`src/rtl/commit_store_buffer.sv`:
```
// commit_store_buffer: post-commit store FIFO between retire and the D-cache.
// Drains the oldest store through a req/accept/done handshake, one in flight,
// and answers combinational load probes against every buffered store.
// Build option: define SB_FORWARD_EN to forward data from the youngest
// covering store; otherwise any overlapping store raises ld_conflict.
module commit_store_buffer #(
  parameter int unsigned DEPTH = 4,
  parameter int unsigned CNT_W = $clog2(DEPTH + 1)
) (
  input  logic              clock,
  input  logic              reset,
  input  logic              enq_valid,
  input  logic [31:0]       enq_addr,
  input  logic [31:0]       enq_data,
  input  logic [1:0]        enq_size,
  input  logic [31:0]       enq_pc,
  output logic              enq_ready,
  output logic              dc_req_valid,
  output logic [31:0]       dc_req_addr,
  output logic [31:0]       dc_req_data,
  output logic [1:0]        dc_req_size,
  output logic [31:0]       dc_req_pc,
  input  logic              dc_req_accept,
  input  logic              dc_done,
  input  logic [31:0]       ld_addr,
  input  logic [1:0]        ld_size,
  output logic              ld_conflict,
  output logic              ld_fwd_valid,
  output logic [31:0]       ld_fwd_data,
  output logic [CNT_W-1:0]  count,
  output logic              empty
);

  localparam int unsigned ADDR_W = 32;
  localparam int unsigned DATA_W = 32;
  localparam int unsigned PTR_W  = $clog2(DEPTH);

  typedef struct packed {
    logic [ADDR_W-1:0] addr;
    logic [DATA_W-1:0] data;
    logic [1:0]        size;
    logic [ADDR_W-1:0] pc;
    logic [3:0]        mask;
  } sb_entry_t;

  typedef enum logic [1:0] {
    ST_IDLE  = 2'd0,
    ST_ISSUE = 2'd1,
    ST_WAIT  = 2'd2
  } state_t;

  // Byte lanes touched by an access; size 3 touches nothing.
  function automatic logic [3:0] size_mask(input logic [1:0] size, input logic [1:0] off);
    logic [3:0] m;
    case (size)
      2'd0:    m = 4'b0001;
      2'd1:    m = 4'b0011;
      2'd2:    m = 4'b1111;
      default: m = 4'b0000;
    endcase
    return m << off;
  endfunction

  sb_entry_t        entries_q [DEPTH];
  sb_entry_t        entries_d [DEPTH];
  logic [PTR_W-1:0] head_q, head_d;
  logic [PTR_W-1:0] tail_q, tail_d;
  logic [CNT_W-1:0] count_q, count_d;
  state_t           state_q, state_d;

  logic enq_fire;
  logic pop;

  assign enq_ready = (count_q != CNT_W'(DEPTH));
  assign count     = count_q;
  assign empty     = (count_q == '0);
  assign enq_fire  = enq_valid && enq_ready && (enq_size != 2'd3);
  assign pop       = (state_q == ST_WAIT) && dc_done;

  assign dc_req_valid = (state_q == ST_ISSUE);
  assign dc_req_addr  = entries_q[head_q].addr;
  assign dc_req_data  = entries_q[head_q].data;
  assign dc_req_size  = entries_q[head_q].size;
  assign dc_req_pc    = entries_q[head_q].pc;

  // Next-state: FIFO write/pop, occupancy and drain FSM.
  always_comb begin
    entries_d = entries_q;
    head_d    = head_q;
    tail_d    = tail_q;
    count_d   = count_q;
    state_d   = state_q;

    if (enq_fire) begin
      entries_d[tail_q].addr = enq_addr;
      entries_d[tail_q].data = enq_data;
      entries_d[tail_q].size = enq_size;
      entries_d[tail_q].pc   = enq_pc;
      entries_d[tail_q].mask = size_mask(enq_size, enq_addr[1:0]);
      tail_d = tail_q + PTR_W'(1);
    end
    if (pop) begin
      head_d = head_q + PTR_W'(1);
    end
    case ({enq_fire, pop})
      2'b10:   count_d = count_q + CNT_W'(1);
      2'b01:   count_d = count_q - CNT_W'(1);
      default: count_d = count_q;
    endcase

    // Decisions use the post-update count so a new store is offered next cycle.
    case (state_q)
      ST_IDLE:  if (count_d != '0) state_d = ST_ISSUE;
      ST_ISSUE: if (dc_req_accept) state_d = ST_WAIT;
      ST_WAIT:  if (dc_done) state_d = (count_d != '0) ? ST_ISSUE : ST_IDLE;
      default:  state_d = ST_IDLE;
    endcase
  end

  // State registers; reset discards all buffered stores.
  always_ff @(posedge clock or posedge reset) begin
    if (reset) begin
      for (int i = 0; i < DEPTH; i++) entries_q[i] <= '0;
      head_q  <= '0;
      tail_q  <= '0;
      count_q <= '0;
      state_q <= ST_IDLE;
    end else begin
      entries_q <= entries_d;
      head_q    <= head_d;
      tail_q    <= tail_d;
      count_q   <= count_d;
      state_q   <= state_d;
    end
  end

  logic [3:0]       ld_mask;
  logic             hit_any;
`ifdef SB_FORWARD_EN
  logic [3:0]       hit_mask;
  logic [DATA_W-1:0] hit_data;
`endif

  // Load probe: scan oldest to youngest so the youngest match wins.
  always_comb begin
    logic [PTR_W-1:0] idx;
    idx     = head_q;
    ld_mask = size_mask(ld_size, ld_addr[1:0]);
    hit_any = 1'b0;
`ifdef SB_FORWARD_EN
    hit_mask = '0;
    hit_data = '0;
`endif
    for (int k = 0; k < DEPTH; k++) begin
      idx = head_q + PTR_W'(k);
      if ((CNT_W'(k) < count_q) &&
          (entries_q[idx].addr[ADDR_W-1:2] == ld_addr[ADDR_W-1:2]) &&
          ((entries_q[idx].mask & ld_mask) != 4'b0000)) begin
        hit_any = 1'b1;
`ifdef SB_FORWARD_EN
        hit_mask = entries_q[idx].mask;
        hit_data = entries_q[idx].data << {entries_q[idx].addr[1:0], 3'b000};
`endif
      end
    end
  end

`ifdef SB_FORWARD_EN
  logic fwd_cover;
  assign fwd_cover    = hit_any && ((hit_mask & ld_mask) == ld_mask);
  assign ld_fwd_valid = fwd_cover;
  assign ld_fwd_data  = fwd_cover ? hit_data : '0;
  assign ld_conflict  = hit_any && !fwd_cover;
`else
  assign ld_fwd_valid = 1'b0;
  assign ld_fwd_data  = '0;
  assign ld_conflict  = hit_any;
`endif

endmodule

```
`config.mk`:
```
export PLATFORM = sky130hd
export DESIGN_NAME = commit_store_buffer
export DESIGN_NICKNAME = d
export VERILOG_FILES = /design/src/rtl/commit_store_buffer.sv
export SDC_FILE = /design/constraint.sdc
export NUM_CORES = 1
export LEC_CHECK = 0
export BUFFER_PORTS_ARGS = -buffer_cell sky130_fd_sc_hd__buf_2
export CAP_MARGIN = 15
export CORE_MARGIN = 4
export CORE_UTILIZATION = 59
export DETAILED_ROUTE_END_ITERATION = 6
export PLACE_DENSITY = 0.81
export SLEW_MARGIN = 10
export SYNTH_ARGS = -nofsm -noshare
export SYNTH_HDL_FRONTEND = slang
export SYNTH_SLANG_ARGS = --single-unit
export TNS_END_PERCENT = 30
```
`constraint.sdc`:
```
create_clock -name clock -period 18.55 [get_ports clock]
set_clock_uncertainty 0.1 [all_clocks]
set_input_delay 2.7825 -clock clock [delete_from_list [all_inputs] [get_ports clock]]
set_output_delay 2.7825 -clock clock [all_outputs]
set_load 0.05 [all_outputs]
```
==> results.cfg <==
[yosys]
synth-edff-count = 0
synth.yosys.warnings = 0
synth-seq-area-share = 0.463
synthArstFlopShare = 1.00
synth_top_cell_by_area = dfrtp_1
syn_area_per_cell_um2 = 13.7
synth.distinct_cells = 59
netlist_instances = 1645
syn_area_mm2 = 0.0225
ys.flop_type = dfrtp_1
yosysTopAreaCellShare = 0.463
ys_ff_latch = 417
netlist_top_cells_count = dfrtp_1 (417), mux2_2 (407), mux4_2 (118), mux2i_1 (97), xnor2_1 (76)
synthTopCellsByArea = dfrtp_1 (46%), mux2_2 (20%), mux4_2 (12%), mux2i_1 (4.3%), xnor2_1 (3.0%)
synthMostInstantiatedCell = dfrtp_1

[critical_path]
slowest_stage = dfrtp_4
critPathMostFrequentCell = nor4_1
critPathTopFamily = flip-flops
r2r-start = count[0]
start_kind = flip-flop
r2r_end = entries_q[35]
worstPathMaxFanout = 168
path_buf_inv = 2
path_class = reg2out
worst-endpoint-required_ps = 15670
reg2regPathDepth = 7
cp_cell_sequence = buf_12 -> mux4_2 -> xnor2_1 -> nand4_1 -> nor4_1 -> o21ai_1 -> nor4_1 -> a311o_1 -> buf_2
cp.arrival_ps = 5090
end_kind = output port
reg2reg_slack_ps = 14970
max_stage_delay_ps = 1080

[global_route]
gr-total-overflow = 0
grt_pass1_wl_mm = 88.7
grt_max_degree = 169
grt_pass1_vias = 15265
track_usage = 0.275
antenna_found_initial = 15

[clocking]
clock_latency_ps = 580
post_cts_buffers = 0
ctsHoldBuffers = 0
cts_tree = built
cts_buffer_depth = 3
clkTransAtPathRegs_ps = 60
numClockSinks = 417
cts_resized = 0
htree_levels = 2
root_buffer = clkbuf_16
cts_buffers = 46

[placed_design]
io_buffer_count = 241
gp_congestion = 0.996
place_ws_ps = 10690
dp_cells = 2292
dp_hpwl_mm = 38.1

[drt]
wirelength_mm = 56.8
drtIter0Drc = 959
postRouteAntennaNets = 0
drt-pass1-iter-count = 5
vias = 14508
vias_per_cell = 6.08
drc = 0
wl_per_cell_um = 23.8

[sta]
worst_pin_slew_ps = 1070
fmaxAchievable_ghz = 0.125
finalSetupTns_ps = 0
setup_ws_ps = 10580
rsz0062_at_grt = no
period_minus_slack_ps = 7970
final-max-slew-violation-count = 0
relSlewSlack = 0.288
setup_violations = 0
fin_crit_sh = 0.430
hold_violations = 0

[worst_hold_path]
min_to = entries_q[138]
worstHoldStart = entries_q[138]
min_path_cells = 2
min_path_type = reg2reg

[final_layout]
nFillCells = 2691
finalNetCount = 1981
area_delta_synth_final_pct = 13.1
fin_cells = 2385
drive_gt1_frac = 0.466

[floorplanning]
rows = 71
coreArea_mm2 = 0.0377
ios = 275
start_util = 0.598
dieArea_mm2 = 0.0414
die_h_um = 203
die_w_um = 203

[status]
status = finished, final reports clean

[flow_run]
max_cap_viol_count = 0
-- metrics by stage --
stage | instance area, um^2 | hold slack [ps] | utilization
after floorplan | 22700 | 345 | -
after CTS | 25500 | 386 | 0.676
after global routing | 25500 | 411 | 0.677
after global placement | 23800 | 359 | 0.631
after detailed placement | 23800 | 372 | 0.631
final | 25500 | 389 | 0.677
-- worst max path at each step --
stage                              to        from  slack [ps]  cells after the start
after floorplan              count[0]       reset        4060                      1
after global placement    ld_conflict  ld_size[0]       10690                     11
after detailed placement  ld_conflict  ld_size[0]       10690                     11
after CTS                 ld_conflict   head_q[1]       10650                      9
after global routing      ld_conflict   head_q[1]       10350                      9
final                     ld_conflict   head_q[1]       10580                      9
-- placed cells by master (no fill, tap or decap), types with 20 or more instances in the layout --
cell type and instances:
a211oi_1 20, mux4_2 118, a21oi_1 33, o21ai_0 45, clkbuf_16 46, nor2_1 30, dfrtp_1 415, mux2_2 407
buf_2 241, mux2i_1 97, xnor2_1 76, conb_1 33, nand2_1 45, xor2_1 27, inv_1 22
-- sequential cells by signal (all words and copies together), names as in the netlist --
| signal | count |
|---|---|
| tail_q | 2 |
| state_q | 2 |
| head_q | 2 |
| entries_q | 408 |
| count | 3 |
-- routing by layer --
| layer | vias up | global-route usage | wire length (um) |
|---|---|---|---|
| li1 | 6456 | - | - |
| met1 | 7480 | 0.363 | 23200 |
| met2 | 442 | 0.448 | 28000 |
| met3 | 118 | 0.0665 | 3730 |
| met4 | 12 | 0.100 | 1880 |
| met5 | - | 0 | 74 |
-- cells by family (layout without fill, tap and decap cells) --
logic type                 after synthesis  after routing  share of synthesized area
muxes                                  623            623                      0.365
DFF                                    417            417                      0.463
buffers and inverters                  173            361                     0.0432
AOI/OAI and AO/OA                      158            158                     0.0457
and+or+nand+nor                        155            155                     0.0343
xor gates and xnor gates               103            103                     0.0400
adders and majority gates               15             15                    0.00833
other                                    1             42                   0.000166
-- worst reg2reg max path, stage by stage, from the launching register on --
cell	delay, ps
dfrtp_1	470
inv_1	120
ha_1	160
nand2_1	110
and3b_1	400
nand2_4	820
buf_4	790
mux2_2	480
-- layout make-up --
type / instances / area [um^2] / share of cell area
timing repair buffer: 253 / 1320 / 0.0518
clock inverter: 24 / 388 / 0.0152
clock buffer: 60 / 1300 / 0.0511
sequential: 417 / 10400 / 0.410
multi-input combinational: 1087 / 11300 / 0.442
antenna: 9 / 22.5 / 0.000883
tap: 511 / 639 / 0.0251
inverter: 24 / 97.6 / 0.00383
Power is left out: the tool's default activity adds up to more than one toggle a clock period on the data nets, which glitch-free logic cannot reach.
